### src/rtl/rr_reg_arbiter.sv
`default_nettype none
// ============================================================================
// Module      : rr_reg_arbiter
// Description : Round-robin arbiter that gives one of four requesters
//               exclusive write ownership of a shared WIDTH-bit register.
//               A holder keeps ownership for at most MAX_HOLD consecutive
//               cycles while another requester is waiting.
// Ports       : clk            - system clock, rising edge
//               reset          - synchronous active-high reset
//               req[3:0]       - ownership requests
//               wr[3:0]        - write strobes, honoured only for the holder
//               din[4*WIDTH-1:0] - requester data, slice i = [i*WIDTH +: WIDTH]
//               grant[3:0]     - registered one-hot (or zero) ownership
//               reg_en         - shared register load enable (combinational)
//               reg_d          - shared register data (holder's din slice)
//               busy           - some requester holds the register
//               forced_release - one-cycle pulse, the cycle after a timeout
//                                handoff took effect
// Revision    : 1.0 - initial release
// ============================================================================
module rr_reg_arbiter #(
  parameter int WIDTH    = 32,
  parameter int MAX_HOLD = 8
) (
  input  logic                 clk,
  input  logic                 reset,
  input  logic [3:0]           req,
  input  logic [3:0]           wr,
  input  logic [4*WIDTH-1:0]   din,
  output logic [3:0]           grant,
  output logic                 reg_en,
  output logic [WIDTH-1:0]     reg_d,
  output logic                 busy,
  output logic                 forced_release
);

  localparam logic [0:0] ST_IDLE  = 1'b0;
  localparam logic [0:0] ST_GRANT = 1'b1;

  localparam logic [7:0] HOLD_LAST = 8'(MAX_HOLD - 1);

  logic [0:0] state;
  logic [1:0] last;
  logic [7:0] hold_cnt;
  logic       fr_pend;     // timeout handoff happened at the previous edge

  logic [1:0] holder;
  logic [3:0] others;
  logic [2:0] idle_pick;
  logic [2:0] hand_pick;

  // Round-robin search: first set mask bit starting at base+1 (mod 4),
  // with base itself examined last. Returns {found, index}.
  function automatic logic [2:0] rr_pick(input logic [3:0] mask,
                                         input logic [1:0] base);
    logic [2:0] r;
    logic [1:0] idx;
    r = 3'b000;
    // Walk from lowest to highest priority so the highest overwrites.
    for (int k = 4; k >= 1; k--) begin
      idx = base + 2'(k);
      if (mask[idx]) r = {1'b1, idx};
    end
    return r;
  endfunction

  always_comb begin
    holder = 2'd0;
    for (int i = 0; i < 4; i++) begin
      if (grant[i]) holder = 2'(i);
    end
  end

  always_comb begin
    others    = req & ~(4'b0001 << holder);
    idle_pick = rr_pick(req, last);
    hand_pick = rr_pick(others, holder);
  end

  // Register write path follows the registered grant directly so a holder
  // can still write in its final granted cycle (and in a reset cycle).
  always_comb begin
    reg_d = '0;
    for (int i = 0; i < 4; i++) begin
      if (grant[i]) reg_d = din[i*WIDTH +: WIDTH];
    end
  end

  assign reg_en = |(grant & wr);
  assign busy   = |grant;

  always_ff @(posedge clk) begin
    if (reset) begin
      state          <= ST_IDLE;
      grant          <= 4'b0000;
      last           <= 2'd3;
      hold_cnt       <= 8'd0;
      fr_pend        <= 1'b0;
      forced_release <= 1'b0;
    end else begin
      fr_pend        <= 1'b0;
      forced_release <= fr_pend;
      case (state)
        ST_IDLE: begin
          if (idle_pick[2]) begin
            grant    <= 4'b0001 << idle_pick[1:0];
            last     <= idle_pick[1:0];
            hold_cnt <= 8'd0;
            state    <= ST_GRANT;
          end
        end
        default: begin
          if (!req[holder]) begin
            // Voluntary release wins over a coincident timeout.
            hold_cnt <= 8'd0;
            if (hand_pick[2]) begin
              grant <= 4'b0001 << hand_pick[1:0];
              last  <= hand_pick[1:0];
            end else begin
              grant <= 4'b0000;
              state <= ST_IDLE;
            end
          end else if (hold_cnt < HOLD_LAST) begin
            hold_cnt <= hold_cnt + 8'd1;
          end else if (hand_pick[2]) begin
            grant    <= 4'b0001 << hand_pick[1:0];
            last     <= hand_pick[1:0];
            hold_cnt <= 8'd0;
            fr_pend  <= 1'b1;
          end
          // else: lone holder keeps the grant, counter stays saturated
        end
      endcase
    end
  end

endmodule
`default_nettype wire

### config.mk
export PLATFORM = sky130hd
export DESIGN_NAME = rr_reg_arbiter
export DESIGN_NICKNAME = d
export VERILOG_FILES = /design/src/rtl/rr_reg_arbiter.sv
export SDC_FILE = /design/constraint.sdc
export NUM_CORES = 1
export LEC_CHECK = 0
export ABC_AREA = 1
export CAP_MARGIN = 20
export CELL_PAD_IN_SITES_DETAIL_PLACEMENT = 1
export CELL_PAD_IN_SITES_GLOBAL_PLACEMENT = 2
export CORE_ASPECT_RATIO = 0.6
export CORE_UTILIZATION = 15
export CTS_BUF_LIST = sky130_fd_sc_hd__clkbuf_4 sky130_fd_sc_hd__clkbuf_8 sky130_fd_sc_hd__clkbuf_16
export DETAILED_ROUTE_END_ITERATION = 10
export GPL_ROUTABILITY_DRIVEN = 0
export PLACE_DENSITY_LB_ADDON = 0.1
export SYNTH_ARGS = -nofsm -noshare
export SYNTH_HDL_FRONTEND = slang
export SYNTH_SLANG_ARGS = --single-unit
### constraint.sdc
create_clock -name clk -period 2.8 [get_ports clk]
set_input_delay 0.56 -clock clk [delete_from_list [all_inputs] [get_ports clk]]
set_output_delay 0.56 -clock clk [all_outputs]
set_load 0.05 [all_outputs]
[Word level (Yosys, flattened, before mapping)]
Cells that the tools add are included.
Operators by class
  add/subtract/negate cells: 7
  order comparisons: 9
  equal/unequal tests: 3
  shift operators: 3
  multiplexer cells: 53
  bitwise operators: 5
  reduce and logical (&&, ||, !) cells: 7
Operator list (count)
  32-bit two-way mux: 4
  8-bit two-way mux: 5
  2-bit by 3-bit less-than comparator with 1-bit output (second input constant): 8
  3-bit two-way mux: 8
  4-bit two-way mux: 6
  1-bit binary-select mux with 2-bit select: 9
  1-bit two-way mux: 14
  2-bit two-way mux: 7
  4-bit OR reduction: 3
  1-bit by 2-bit << shifter with 4-bit output (first input constant): 3
  2-bit adder (second input constant): 4
  8-bit by 1-bit adder with 8-bit output (second input constant): 1
  4-bit bitwise AND: 2
  8-bit by 3-bit less-than comparator with 1-bit output (second input constant): 1
  3-bit inequality test (second input constant): 2
  2-bit by 1-bit adder with 2-bit output (second input constant): 2
  4-bit by 3-bit inequality test with 1-bit output (second input constant): 1
  4-bit inverter: 1
  2-bit AND reduction: 2
  3-bit AND reduction: 1
  1-bit inverter: 2
  2-bit nonzero test: 1
Word-level totals
  bits in registers: 17
  input port bits: 138
  word-level logic and storage cells: 93

[Depth between registers and ports, before layout]
Gate-level depths: netlist of the first run.
  word-level depth: 17
  mapped depth: 18
  mapped depth without buffers: 17

[Worst setup path after synthesis of the first run]
Ideal clock, no wire load.
  path kind: reg2reg
  from: reg grant[3]
  to: reg hold_cnt[3]
  library setup time: 0.111 ns
  arrival time: 2.413 ns
  required time: 2.689 ns
  slack: 0.276 ns
  cell stages (with the launch flop): 19
  period minus slack after synthesis: 2.524 ns
  cells stage by stage: dfxtp_1 -> buf_6 -> nor2_2 -> inv_2 -> clkbuf_1 -> ha_1 -> nor2_1 -> inv_1 -> nand2_1 -> nand2_2 -> nand2_2 -> nor2_4 -> nand2_2 -> nor2_4 -> nand2_2 -> nand2_4 -> inv_4 -> nor2_2 -> nor2_1
On the way
  cells in the longest elaborated chain, start to end: 12
  elaborated cells between the ends (all ways): 25
  those cells by class: add/sub: 3; eq/ne: 1; shift: 1; mux: 17; bitwise: 2; reduce/logical: 1
Ends and longest elaborated chain
  from (decl): RTL line 30  | output logic [3:0] grant,
  from (signal assigned): RTL line 106  | grant <= 4'b0001 << idle_pick[1:0];
  from (signal assigned): RTL line 117  | grant <= 4'b0001 << hand_pick[1:0];
  from (signal assigned): RTL line 126  | grant <= 4'b0001 << hand_pick[1:0];
  2-bit two-way mux *: RTL line 70  | if (grant[i]) holder = 2'(i);
  1-bit by 2-bit << shifter with 4-bit output: RTL line 75  | others = req & ~(4'b0001 << holder);
  4-bit inverter: RTL line 75
  4-bit bitwise AND: RTL line 75
  1-bit binary-select mux with 2-bit select: RTL line 62  | if (mask[idx]) r = {1'b1, idx};
  1-bit two-way mux (not written as such): RTL line 62
  3-bit two-way mux (4 in a row): RTL line 62
  4-bit by 3-bit inequality test with 1-bit output (no line)
  2-bit AND reduction (no line)
  to (signal assigned): RTL line 124  | hold_cnt <= hold_cnt + 8'd1;
  to (decl): RTL line 44  | logic [7:0] hold_cnt;
Every way passes the cells marked *; elsewhere a longest branch is shown, timed or not. The select of a mux whose other input is x is not followed.
A chain may end at the register's enable or synchronous reset.

[Worst setup path in the final report of the first run]
  from: reg grant[2]
  to: out reg_d[4]
On the way
  cells in the longest elaborated chain, start to end: 2
Ends and longest elaborated chain
  32-bit two-way mux (2 in a row): RTL line 85  | if (grant[i]) reg_d = din[i*WIDTH +: WIDTH];
  to (decl): RTL line 32  | output logic [WIDTH-1:0] reg_d,
Every way passes these cells.

==> impl_metrics.ini, run 1 <==
[power]
power_mw = 4.33
power_switching_mw = 2.63
p_int_mw = 1.70
seqPwrFrac = 0.086
p_leak_nw = 1.82
power_frac_comb = 0.846
p_sw_frac = 0.607
p_per_area_nw_per_um2 = 1010
clockPowerShare = 0.067
irDropWorstVdd_uv = 317

[final_layout]
fill_cells = 1852
fin_area_um2 = 4290
final_util = 0.291
syn2layout_area_growth_pct = 86.3
finalNetCount = 689
layoutNonFillerInstCount = 744
num_antenna_cells = 0
drive_gt1_frac = 0.183

[clock_network]
clockBufferDepth = 2
cts_buffers = 3
cts.sinks = 17
cts_resized = 0
cts.htree.levels = 1
hold_buffers = 0
path_clk_slew_ns = 0.06
post_cts_buffers = 0
clk_latency_ns = 0.25
cts-root-buf = clkbuf_16
cts_tree = built

[critical_path]
worstPathArrival_ns = 1.99
worstPathRequired_ns = 2.24
startpoint_type = flip-flop
cp_common_cell = buf_4
cp-end-kind = output pin
path_buf_inv = 3
r2r_cells = 13
cp_slowest_cell = dfxtp_1
critPathTopFamily = buffers and inverters
crit_type = flip-flop to output pin
ff2ff_setup_slack_ns = 0.50
crit_fanout = 29
critPathMaxStageDelay_ns = 0.51
worstPathCellList = nor2_2, inv_2, buf_4, a21oi_1, a221o_1, buf_4
r2r_start = grant[2]$_SDFFE_PP0P_
rr_endpoint = grant[3]$_SDFFE_PP0P_

[synth]
yosys_warnings = 0
synth_commonest_cells = 101 x nand2_1, 60 x nand3_1, 40 x a21oi_1
synthAdderAreaFrac = 0.0217
synth_most_common_cell = nand2_1
synth_top_family_by_area = simple AND/OR/NAND/NOR gates
synth_cells = 383
yosys.area.top_type_share = 0.165
synth_enable_flop_cells = 0
synth-compound-area-share = 0.253
syn_area_um2 = 2300
synth_mux_area_frac = 0
ys_seq_area_frac = 0.148
yosys.area_share.simple = 0.461
synth_flop_cell = dfxtp_1
synth.top_cells.by_area = nand2_1 16%, dfxtp_1 15%, a221o_1 14%
synth-async-reset-ratio = 0
synthXorXnorAreaFrac = 0
synth-seq-cells = 17
syn_avg_cell_area_um2 = 6.01
synth_area_leader_cell = nand2_1
synth_cell_types = 32
synth.net_count = 525

[timing]
post-route-min-period_ns = 2.55
setup_violations = 0
fin_crit_sh = 0.911
relSlewSlack = 0.616
whs_ns = 0.408
finalClockSkew_ns = 0.00195
grt_setup_unrepaired = false
fin_setup_tns_ns = 0
slew_violations = 0
fmax_mhz = 392
hold_viol = 0
tightest_slew_ns = 0.574
postLayoutSetupSlackWorst_ns = 0.251

[placed_design]
place_area_um2 = 4210
dp_hpwl_um = 10100
place_inst = 740
place_ws_ns = 0.388
port_buffers = 176

[floorplanning]
die_w_um = 162
dieHeight_um = 98.0
initial_utilization = 0.156
rows = 34
die_area_um2 = 15900
top_level_ports = 177
core_um2 = 14700

[global_route]
grt_first_pass_wirelength_um = 19300
grt_util_all_layers = 0.152
antenna_found_initial = 0
grt_max_degree = 36
grt_pass1_vias = 3492
grt-ovfl-total = 0

[hold_path]
whs_path_depth = 2
hold_end = forced_release$_SDFF_PP0_
hold_path.class = flip-flop to flip-flop
hp-start = fr_pend$_SDFF_PP0_

[routing]
finalWirelength_um = 12300
wl_per_cell_um = 16.5
drtAntennaViolNets = 0
vias_per_cell = 4.37
dr.pass1.iters = 4
drt_iter0_markers = 91
vias = 3251
drc = 0

[outcome]
status = completed

[run]
drv_cap = 0
[worst reg2reg max path, stage by stage, from the launching register on]
cell	delay [ns]
dfxtp_1	0.51
inv_2	0.12
nand2_2	0.13
nand2_4	0.10
ha_1	0.21
nor2_1	0.17
inv_1	0.06
nand2_1	0.10
nand3_1	0.13
nand3_1	0.16
nand3_1	0.13
nand2_1	0.14
nand3_1	0.08
a21oi_1	0.20
[kinds of logic after synthesis]
family | Yosys count
DFF | 17
and+or+nand+nor | 217
adders and majority gates | 4
buffers and inverters | 64
AOI/OAI and AO/OA | 81
[layer usage]
metal | vias up | wire length, um | global-route usage
met1 | 1521 | 5850 | 0.207
met3 | 8 | 479 | 0.0246
met2 | 79 | 5820 | 0.260
li1 | 1643 | - | -
met5 | - | 0 | 0
met4 | 0 | 150 | 0.0152
[how the worst max path moves through the flow]
stage | slack (ns) | startpoint | to | depth (start not counted)
after floorplan | 0.28 | grant[3]$_SDFFE_PP0P_ | hold_cnt[3]$_SDFFE_PP0P_ | 18
after global placement | 0.30 | req[0] | grant[3]$_SDFFE_PP0P_ | 10
after detailed placement | 0.39 | req[0] | grant[3]$_SDFFE_PP0P_ | 10
after CTS | 0.22 | grant[2]$_SDFFE_PP0P_ | reg_d[4] | 6
after global routing | 0.11 | grant[2]$_SDFFE_PP0P_ | reg_d[4] | 6
final | 0.25 | grant[2]$_SDFFE_PP0P_ | reg_d[4] | 6
[area by class of cell]
| class | instances | area (um2) | area share |
|---|---|---|---|
| repair buffers | 183 | 1760 | 0.411 |
| multi-input cells | 302 | 1700 | 0.395 |
| flip-flops and latches | 17 | 342 | 0.0796 |
| well taps | 198 | 248 | 0.0577 |
| inverters | 40 | 163 | 0.0379 |
| clock buffers | 3 | 75.1 | 0.0175 |
| clock inverters | 1 | 5.00 | 0.00117 |
[power groups by stage]
stage,logic (mW),registers (mW),clock network (mW)
after global placement,3.72,0.376,0
after detailed placement,3.69,0.378,0
after floorplan,2.51,0.383,0
after global routing,3.97,0.385,0.313
final,3.66,0.372,0.292
after CTS,3.71,0.373,0.304
[flip-flops by register name, summed over array words and instances, names as in the netlist]
register and flops:
forced_release 1, fr_pend 1, grant 4, hold_cnt 8, last 2, state 1
[placed cells by master, fill, tap and decap left out]
cell | netlist | layout
ha_1 | 4 | 4
o21ai_0 | 2 | 2
dfxtp_2 | 0 | 1
clkbuf_16 | 0 | 3
nand2_2 | 18 | 18
buf_12 | 0 | 3
nand4_1 | 6 | 6
inv_1 | 28 | 28
nor2_4 | 2 | 2
clkinv_2 | 0 | 1
a21boi_1 | 1 | 1
a221o_1 | 32 | 32
clkdlybuf4s50_1 | 0 | 140
o21ai_1 | 2 | 2
nand2_1 | 101 | 101
inv_8 | 1 | 1
o21ai_2 | 1 | 1
nor2_2 | 5 | 6
a21oi_1 | 40 | 40
inv_2 | 9 | 9
nand3_2 | 2 | 2
inv_4 | 2 | 2
nor4_1 | 1 | 1
buf_4 | 2 | 40
or2_2 | 1 | 1
nand3b_4 | 1 | 1
or2_1 | 1 | 1
a21oi_2 | 2 | 2
nor3_2 | 3 | 3
nor2_1 | 12 | 11
dfxtp_1 | 17 | 16
o211ai_1 | 1 | 1
nand2_4 | 4 | 4
nand3_1 | 60 | 60
No activity file was read; power rests on OpenSTA's default activity.
==> run 2, diff against run 1 <==
--- a/config.mk
+++ b/config.mk
@@ -13,6 +13,8 @@
 export CORE_UTILIZATION = 15
 export CTS_BUF_LIST = sky130_fd_sc_hd__clkbuf_4 sky130_fd_sc_hd__clkbuf_8 sky130_fd_sc_hd__clkbuf_16
+export CTS_CLUSTER_SIZE = 16
 export DETAILED_ROUTE_END_ITERATION = 10
 export GPL_ROUTABILITY_DRIVEN = 0
+export HOLD_SLACK_MARGIN = 0.03
 export PLACE_DENSITY_LB_ADDON = 0.1
 export SYNTH_ARGS = -nofsm -noshare
==> constraint.sdc (replaced) <==
create_clock -name clk -period 2.8 [get_ports clk]
set_input_delay 0.56 -clock clk [delete_from_list [all_inputs] [get_ports clk]]
set_output_delay 0.56 -clock clk [all_outputs]
set_load 0.01 [all_outputs]
==> run 2 against run 1 <==
Compared with the run above: global-route usage up 0.35 points; power shrank 16%; count of clock-buffer cells in the layout did not move.
==> impl_metrics.ini, run 2 (synthesized netlist as in run 1, its figures left out) <==
[outcome]
status = completed

[floorplanning]
dieHeight_um = 98.0
die_w_um = 162
initial_utilization = 0.156
core_um2 = 14700
die_area_um2 = 15900
top_level_ports = 177
rows = 34

[placed_design]
place_inst = 742
dp_hpwl_um = 10200
port_buffers = 176
place_ws_ns = 0.232
place_area_um2 = 4330

[routing]
vias_per_cell = 4.48
wl_per_cell_um = 16.9
finalWirelength_um = 12600
drtAntennaViolNets = 0
drc = 0
dr.pass1.iters = 4
vias = 3339
drt_iter0_markers = 129

[power]
irDropWorstVdd_uv = 256
p_per_area_nw_per_um2 = 825
p_leak_nw = 1.78
power_mw = 3.64

[critical_path]
crit_fanout = 32
worstPathArrival_ns = 2.14
cp-end-kind = output pin
worstPathRequired_ns = 2.24
path_buf_inv = 3
critPathMaxStageDelay_ns = 0.50
worstPathCellList = buf_4, nor2_2, buf_12, a221o_1, clkdlybuf4s50_1
cp_slowest_cell = clkdlybuf4s50_1
critPathTopFamily = buffers and inverters
crit_type = flip-flop to output pin
startpoint_type = flip-flop

[run]
drv_cap = 0

[clock_network]
clk_latency_ns = 0.25
clockBufferDepth = 2
path_clk_slew_ns = 0.06
cts.htree.levels = 1
post_cts_buffers = 0
cts_resized = 0
cts_buffers = 3
cts-root-buf = clkbuf_16
hold_buffers = 0
cts.sinks = 17
cts_tree = built

[timing]
grt_setup_unrepaired = false
finalClockSkew_ns = 0.00778
fin_crit_sh = 0.964
tightest_slew_ns = 0.499
relSlewSlack = 0.667
slew_violations = 0
fin_setup_tns_ns = 0
post-route-min-period_ns = 2.70
setup_violations = 0
hold_viol = 0
fmax_mhz = 371
postLayoutSetupSlackWorst_ns = 0.101

[final_layout]
num_antenna_cells = 0
finalNetCount = 691
fill_cells = 1838
largest_register_ff_count = 8
final_common_cell = clkdlybuf4s50_1
fin_area_um2 = 4410
layoutNonFillerInstCount = 746
drive_gt1_frac = 0.120
syn2layout_area_growth_pct = 91.6
mostFrequentLayoutCells = 176 x clkdlybuf4s50_1, 101 x nand2_1, 60 x nand3_1, 40 x a21oi_1, 32 x a221o_1
top_regs = hold_cnt x8, grant x4, last x2
largest_register = hold_cnt

[hold_path]
hold_path.class = flip-flop to flip-flop

[global_route]
antenna_found_initial = 0
grt_pass1_vias = 3518
grt_first_pass_wirelength_um = 19500
grt_max_degree = 36
grt_util_all_layers = 0.156
grt-ovfl-total = 0
run 2: changes by cell type in the layout (fill, tap and decap cells not counted), sizes merged:
| cell | delta |
|---|---|
| clkdlybuf4s50 | +36 |
| buf | -34 |
run 2: worst paths after layout:
path                                            start                   endpoint  slack, ns  cells past startpoint
worst min register to register     fr_pend$_SDFF_PP0_  forced_release$_SDFF_PP0_       0.40                      2
worst min-delay path               fr_pend$_SDFF_PP0_  forced_release$_SDFF_PP0_       0.40                      2
worst max-delay path            grant[3]$_SDFFE_PP0P_                  reg_d[25]       0.10                      5
worst max register to register  grant[1]$_SDFFE_PP0P_      grant[1]$_SDFFE_PP0P_       0.47                     12
run 2: final cells by class:
| type | count | area [um2] | share of cell area |
|---|---|---|---|
| Inverter | 40 | 163 | 0.0369 |
| Sequential cell | 17 | 342 | 0.0774 |
| Clock inverter | 1 | 5.00 | 0.00113 |
| Multi-Input combinational cell | 302 | 1700 | 0.386 |
| Timing Repair Buffer | 185 | 1880 | 0.426 |
| Clock buffer | 3 | 75.1 | 0.0170 |
| Tap cell | 198 | 248 | 0.0561 |
run 2: per-layer routing:
metal / wire length, um / share of wire / track usage
met3: 578 / 0.046 / 0.0259
met5: 0 / 0 / 0
met2: 6240 / 0.49 / 0.277
met4: 106 / 0.0084 / 0.0109
met1: 5710 / 0.45 / 0.204
run 2: power by group:
group	switching, mW	internal [mW]
Clock	0.0963	0.191
Sequential	0.0755	0.286
Combinational	1.66	1.33
run 2: tightest hold or removal path, cell delays in order (launching register included):
cell,delay [ns]
dfxtp_1,0.29
inv_1,0.04
nor2_1,0.03
run 2: metrics by stage:
stage	utilization	hold WS, ns
after floorplan	-	0.388
after global placement	0.294	0.394
after detailed placement	0.294	0.399
after CTS	0.299	0.409
after global routing	0.300	0.425
final	0.300	0.403
